<file path="config.mk">
export PLATFORM = sky130hd
export DESIGN_NAME = sfp_seq_ctrl
export DESIGN_NICKNAME = d
export VERILOG_FILES = /design/src/rtl/sfp_seq_ctrl.sv
export SDC_FILE = /design/constraint.sdc
export NUM_CORES = 1
export LEC_CHECK = 0
export CAP_MARGIN = 20
export CORE_AREA = 2 2 39 41
export CTS_BUF_LIST = sky130_fd_sc_hd__clkbuf_16
export DETAILED_ROUTE_END_ITERATION = 12
export DIE_AREA = 0 0 41 43
export DONT_BUFFER_PORTS = 1
export PLACE_DENSITY = 0.79
export SYNTH_ARGS = -nofsm -noshare
export SYNTH_HDL_FRONTEND = slang
export SYNTH_SLANG_ARGS = --single-unit
</file>
<file path="constraint.sdc">
create_clock -name clk -period 2.35 [get_ports clk]
set_input_delay 0.235 -clock clk [delete_from_list [all_inputs] [get_ports clk]]
set_output_delay 0.235 -clock clk [all_outputs]
set_load 0.02 [all_outputs]
</file>
<file path="src/rtl/sfp_seq_ctrl.sv">
// Per-core softmax row sequencer: accumulates row sums (ACC), waits for the peer core,
// then divides in lockstep with it (DIV). Outputs are decoded from state and a phase counter.
module sfp_seq_ctrl #(
  parameter int ROWS    = 8,
  parameter int ADDR_BW = 4,
  parameter int GAP     = 2
) (
  input  logic               clk,
  input  logic               reset,
  input  logic               start,
  input  logic               peer_acc_done,
  output logic               acc_done,
  output logic               pmem_rd,
  output logic [ADDR_BW-1:0] pmem_addr,
  output logic               acc,
  output logic               div,
  output logic               fifo_ext_rd,
  output logic               sfp_wr,
  output logic [ADDR_BW-1:0] sfp_wr_addr,
  output logic               busy,
  output logic               done
);

  localparam int CW = $clog2(ROWS + GAP + 3) + 1;
  localparam logic [CW-1:0] C_ROWS  = CW'(ROWS);
  localparam logic [CW-1:0] C_ROWS1 = CW'(ROWS + 1);
  localparam logic [CW-1:0] C_GAP1  = CW'(GAP - 1);
  localparam logic [CW-1:0] C_ONE   = CW'(1);
  localparam logic [CW-1:0] C_TWO   = CW'(2);

  typedef enum logic [2:0] {S_IDLE, S_ACC, S_GAP, S_WAIT, S_DIV, S_DONE} state_t;

  state_t        state, state_nxt;
  logic [CW-1:0] cnt, cnt_nxt;

  always_ff @(posedge clk) begin
    if (!reset) begin
      state <= S_IDLE;
      cnt   <= '0;
    end else begin
      state <= state_nxt;
      cnt   <= cnt_nxt;
    end
  end

  // cnt is the cycle index within the current phase; read, strobe and write are
  // each the previous one delayed by one cycle, so all derive from the same count.
  always_comb begin
    state_nxt   = state;
    cnt_nxt     = cnt + C_ONE;
    acc_done    = 1'b0;
    pmem_rd     = 1'b0;
    pmem_addr   = '0;
    acc         = 1'b0;
    div         = 1'b0;
    fifo_ext_rd = 1'b0;
    sfp_wr      = 1'b0;
    sfp_wr_addr = '0;
    busy        = 1'b1;
    done        = 1'b0;
    case (state)
      S_IDLE: begin
        busy    = 1'b0;
        cnt_nxt = '0;
        if (start) state_nxt = S_ACC;
      end
      S_ACC: begin
        pmem_rd = (cnt < C_ROWS);
        acc     = (cnt != '0);
        if (cnt == C_ROWS) begin
          state_nxt = S_GAP;
          cnt_nxt   = '0;
        end
      end
      S_GAP: begin
        if (cnt == C_GAP1) begin
          state_nxt = S_WAIT;
          cnt_nxt   = '0;
        end
      end
      S_WAIT: begin
        acc_done = 1'b1;
        cnt_nxt  = '0;
        if (peer_acc_done) state_nxt = S_DIV;
      end
      S_DIV: begin
        pmem_rd     = (cnt < C_ROWS);
        div         = (cnt >= C_ONE) && (cnt <= C_ROWS);
        fifo_ext_rd = div;
        sfp_wr      = (cnt >= C_TWO);
        if (cnt == C_ROWS1) begin
          state_nxt = S_DONE;
          cnt_nxt   = '0;
        end
      end
      S_DONE: begin
        busy      = 1'b0;
        done      = 1'b1;
        cnt_nxt   = '0;
        state_nxt = S_IDLE;
      end
      default: begin
        busy      = 1'b0;
        cnt_nxt   = '0;
        state_nxt = S_IDLE;
      end
    endcase
    if (pmem_rd) pmem_addr = ADDR_BW'(cnt);
    if (sfp_wr)  sfp_wr_addr = ADDR_BW'(cnt - C_TWO);
  end

endmodule

</file>
==> flow_summary.toml <==
[status]
status = "complete, no violations"

[placement]
place.gp.congestion = 0.783
io_buffer_count = 0
detailed_place_hpwl_um = 1080
placed_cells = 98

[synth]
ys_seq_area_share_pct = 22.3
synth_cell_types = 36
synth_area_um2 = 717
synth_flop_cell = "dfxtp_1"
synthesis.nets = 95
synth.avg_cell_area_um2 = 8.53
synthArstFlopShare_pct = 0
yosys_warnings = 0
synth_top_cell_area_share_pct = 22.3
ys_seq_elements = 8
synth_cells = 84
synth_top_area_cell = "dfxtp_1"
synth_edf_count = 0
netlist_top_cells_area = "dfxtp_1 22%, ha_1 12%, xnor2_1 4.9%"

[timing]
rsz0062_at_grt = "false"
drv_slew = 0
min_period_over_period_pct = 90.3
setup_viol = 0
fmax_mhz = 471
skew_ns = 0.00210
tns_ns = 0
relSlewSlack_pct = 67.0
fin_crit_ns = 2.12
hold_viol_final = 0
worst_pin_slew_ns = 0.483

[routing]
vias = 587
first_pass_iters = 3
wl_um = 1400
ant_nets = 0
post_drt_via_cell_ratio = 5.81
drt-initial-drc-count = 9
drc = 0
avgRoutedWirePerCell_um = 13.8

[final_layout]
diodes = 0
syn2layout_area_growth_pct = 12.0
fin_nets = 98
drive_above_1_share_pct = 16.5
final-instance-count-excl-fill = 101
final_util_pct = 58.0

[global_route]
track_usage_pct = 18.9
grt_pass1_wl_um = 2300
overflow = 0
grt_pass1_vias = 526
antenna_found_initial = 0
grt_start_max_net_pins = 15

[clock_tree]
clkLatencyLatePin_ns = 0.23
clockBufferDepth = 2
h-tree-depth = 1
ctsResizeCount = 0
numCtsBuffers = 3
clk_pin_slew_ns = 0.04
cts_tree = "yes"
postCtsSetupBuffers = 0
clock-root-buffer = "clkbuf_16"
cts_sinks = 8
cts_hold_buffers = 0

[worst_setup_path]
startpoint_type = "flop"
crit_path_end_kind = "output port"
cp.arrival_ns = 1.89
crit_fanout = 6
critPathKind = "reg2out"
required_ns = 2.12

[power_and_ir_drop]
netSwitchingPower_uw = 92.3
p_total_uw = 468
p_int_uw = 376
peakVddDrop_v = 0.000529
powerDensity_nw_per_um2 = 583
p_clk_share_pct = 59.7
switching_share_pct = 19.7
p_leak_nw = 0.327
seq_power_share_pct = 31.2
p_comb_share_pct = 9.1

[flow_run]
drv_cap = 0

[floorplanning]
ios = 20
initial_core_util_pct = 51.8
coreArea_um2 = 1380
die_w_um = 41
dieHeight_um = 43
dieArea_um2 = 1760
rows = 14

[hold_path]
hold_path.class = "in2reg"
[final cells by class]
cell class              instances  area, um^2
inverters                       6        22.5
flip-flops and latches          8         160
fillers                       125         581
clock buffers                   3        75.1
well taps                      16        20.0
repair buffers                  4        30.0
multi-input cells              64         495
[synth_stat cells (2+ instances only)]
cell	instances
nand2_1	3
xnor2_1	4
nand2b_1	4
xor2_1	2
nor2_1	8
ha_1	7
a211oi_1	4
dfxtp_1	8
inv_1	6
and4bb_2	2
buf_2	2
nand3_1	3
and2b_1	2
and2_1	5
buf_4	3
[power groups by stage]
stage | Sequential, mW | Combinational [mW] | Clock [mW]
6_report | 0.146 | 0.0426 | 0.280
3_5_place_dp | 0.148 | 0.0425 | 0
3_3_place_gp | 0.148 | 0.0418 | 0
5_1_grt | 0.147 | 0.0474 | 0.296
2_1_floorplan | 0.143 | 0.0416 | 0
4_1_cts | 0.146 | 0.0426 | 0.285
[cell families after synthesis]
family | share of synthesized area, %
AO/OA/AOI/OAI | 18.5
XOR/XNOR | 7.33
adder cells (fa/ha/maj) | 12.2
buffers and inverters | 9.25
flip-flops | 22.3
other | 0.523
AND/OR/NAND/NOR | 29.8
[layout by cell type (no fill, tap or decap), drive strengths merged, types with 2 or more instances in the layout]
cell,synthesis,layout
a2111oi,2,2
a211oi,4,4
and2,5,5
and2b,2,2
and4bb,3,3
buf,6,4
clkbuf,0,3
dfxtp,8,8
ha,7,7
inv,6,6
nand2,3,3
nand2b,4,4
nand3,3,3
nor2,8,8
xnor2,4,4
xor2,2,2
[routing by layer]
| metal | routed length, um | vias up | track usage (%) |
|---|---|---|---|
| met2 | 716 | 11 | 30.6 |
| li1 | - | 298 | - |
| met4 | 0 | 0 | 4.00 |
| met3 | 48 | 0 | 6.28 |
| met1 | 633 | 278 | 23.2 |
| met5 | 0 | - | 0 |
[sequential cells by signal, summed over array words and instances, names as in the netlist]
register	count
state	3
cnt	5
[path summary, 6_finish.rpt]
check	start	end	slack [ns]	cells past startpoint
worst max-delay path	cnt[1]$_SDFF_PN0_	fifo_ext_rd	0.23	6
worst min-delay path	reset	state[2]$_SDFFE_PN0P_	0.16	1
worst max register to register	cnt[0]$_SDFF_PN0_	cnt[3]$_SDFF_PN0_	0.62	5
worst min register to register	cnt[0]$_SDFF_PN0_	cnt[0]$_SDFF_PN0_	0.57	1
[through the flow]
step | hold slack (ns) | cell area, um^2 | setup slack (ns)
floorplan | 0.389 | 717 | 0.0541
global placement | 0.391 | 728 | 0.558
detailed placement | 0.401 | 728 | 0.474
CTS | 0.162 | 803 | 0.224
global route | 0.173 | 803 | 0.0915
finish | 0.163 | 803 | 0.227
[critical path, cell delays in order, from the launching register on]
cell and delay (ns):
dfxtp_1 0.41, inv_1 0.13, ha_1 0.21, and2b_1 0.19
a2111oi_0 0.46, a2111oi_2 0.06, buf_4 0.20
Power figures use the tool's default switching activity.
==> RTL edit (same flow settings) <==
Make the reset (`reset`) asynchronous in one clocked block.
--- a/src/rtl/sfp_seq_ctrl.sv
+++ b/src/rtl/sfp_seq_ctrl.sv
@@ -33,7 +33,7 @@
   state_t        state, state_nxt;
   logic [CW-1:0] cnt, cnt_nxt;
 
-  always_ff @(posedge clk) begin
+  always_ff @(posedge clk or negedge reset) begin
     if (!reset) begin
       state <= S_IDLE;
       cnt   <= '0;
Behaviour: differs if reset is asserted again (counterexample within 4 cycles, from zero or initial values and one cycle with reset low); with reset held inactive, the same outputs for 10 cycles.
==> RTL edit against the original RTL <==
Sequential cell count stayed put; setup slack better by 0.045 ns; first-iteration DRC count increased by 78%; routed wire length decreased by 6.4%; design area rose by 0.16%; synthesized area rose by 3.3%; critical path type unchanged; largest cell class unchanged; highest routed layer unchanged.
Power is not compared: it rests on default switching activity, and its combinational part moved more than twofold at a synthesized area within 25%.
==> RTL edit: results (changes against the original RTL) <==
post-synthesis instance area 741 sq um (+3.3%); Total GRT Usage 19.4% (+0.52 points); Synth area leaders dfrtp_1, ha_1, nand2b_1, xnor2_1, buf_6; proportion of layout cells with a drive suffix above 1 15.0% (-1.5 points); Placed Cells 92 (-6.1%); Worst Skew 0.00313 ns (+0.00103 ns); Register Area 200 sq um (+25%); comb pwr 615 uW; outcome completed; nonclk inv count 5 (-1); fillers 130 (+4.0%); non-clk buf share 3.11% (-0.63 points); worst vdd rail ir drop 767 uV; Post-synth top cells dfrtp_1, ha_1, nor2_1, nand2b_1; Multi-Input Combinational 61 (-4.7%); Clk Latency, worst-skew pair 0.23 ns (about the same); wire length per cell 13.6 um (-1.5%); largest net degree at the start of global routing 14 (-1); Synth Area in Compound Gates 18.2% (-0.26 points); Syn Nets 91 (-4.2%); largest buffer count on any clock path 2 (unchanged); Area Overhead vs Synth 8.61%; Sequential Power 294 uW; Syn Inst Count 80 (-4.8%); Layout clock area frac 9.33% (-0.015 points); antenna cells 0 (unchanged); DR vias/cell 5.75 (-1.1%); Flop pwr share 24.8%; Final Cycle Share 88.4% (-1.9 points); dpl ws 0.519 ns (+0.0444 ns); post-synthesis mux area share 0% (unchanged); post-synthesis sequential area ratio 27.0% (+4.7 points); Slew headroom 63.0% (-3.9 points); CP max FO 7 (+1); DP Wirelength 1060 um (-2.2%); placed cell areas 719 sq um (-1.2%); Hold Path Class in2reg; Final #Nets 93 (-5.1%); Yosys cell types 32 (-11%); vias in the first global route 562 (+6.8%); Synth Area in XOR/XNOR 7.09% (-0.24 points); 1st-iter DRT viols 16 (+7); final RePlAce weighted congestion 0.839 (+7.2%); drt pass-1 iters 4 (+1); nonclk buf count 3 (-1); first-pass GRT wire length 2390 um (+3.6%); fin cells 96 (-5.0%); final sequential cell count 8 (unchanged); slowest stage cell, crit path dfrtp_1; critical path's top delay family flip-flops; hold buffer count at CTS 1 (+1); post-synthesis async set-or-reset flop share 100% (+100 points); Post-Synth Adder-Cell Area 11.8% (-0.39 points); multi-input combinational area share 57.9% (-3.8 points)
RTL edit: cell types whose count changed in the layout (fill, tap and decap cells not counted), sizes merged, moves of 3 or more:
cell	before	now
dfrtp	0	8
a211oi	4	0
a21oi	1	6
dfxtp	8	0
and4bb	3	0
RTL edit: path summary, 6_finish.rpt:
check / startpoint / endpoint / slack, ns / depth (start not counted)
max: cnt[2]$_DFF_PN0_ / div / 0.27 / 6
min: peer_acc_done / state[2]$_DFFE_PN0P_ / 0.14 / 1
max reg2reg: cnt[1]$_DFF_PN0_ / state[0]$_DFFE_PN0P_ / 0.90 / 5
min reg2reg: cnt[0]$_DFF_PN0_ / cnt[0]$_DFF_PN0_ / 0.58 / 1
max in group asynchronous: reset / cnt[3]$_DFF_PN0_ / 1.74 / 1
min in group asynchronous: reset / cnt[4]$_DFF_PN0_ / 0.35 / 1
RTL edit: routing by layer:
metal	global-route usage (%)	wire length, um	vias up
li1	-	-	271
met1	23.9	609	266
met2	31.3	635	15
met3	7.33	65	0
met4	3.33	0	0
met5	0	0	-
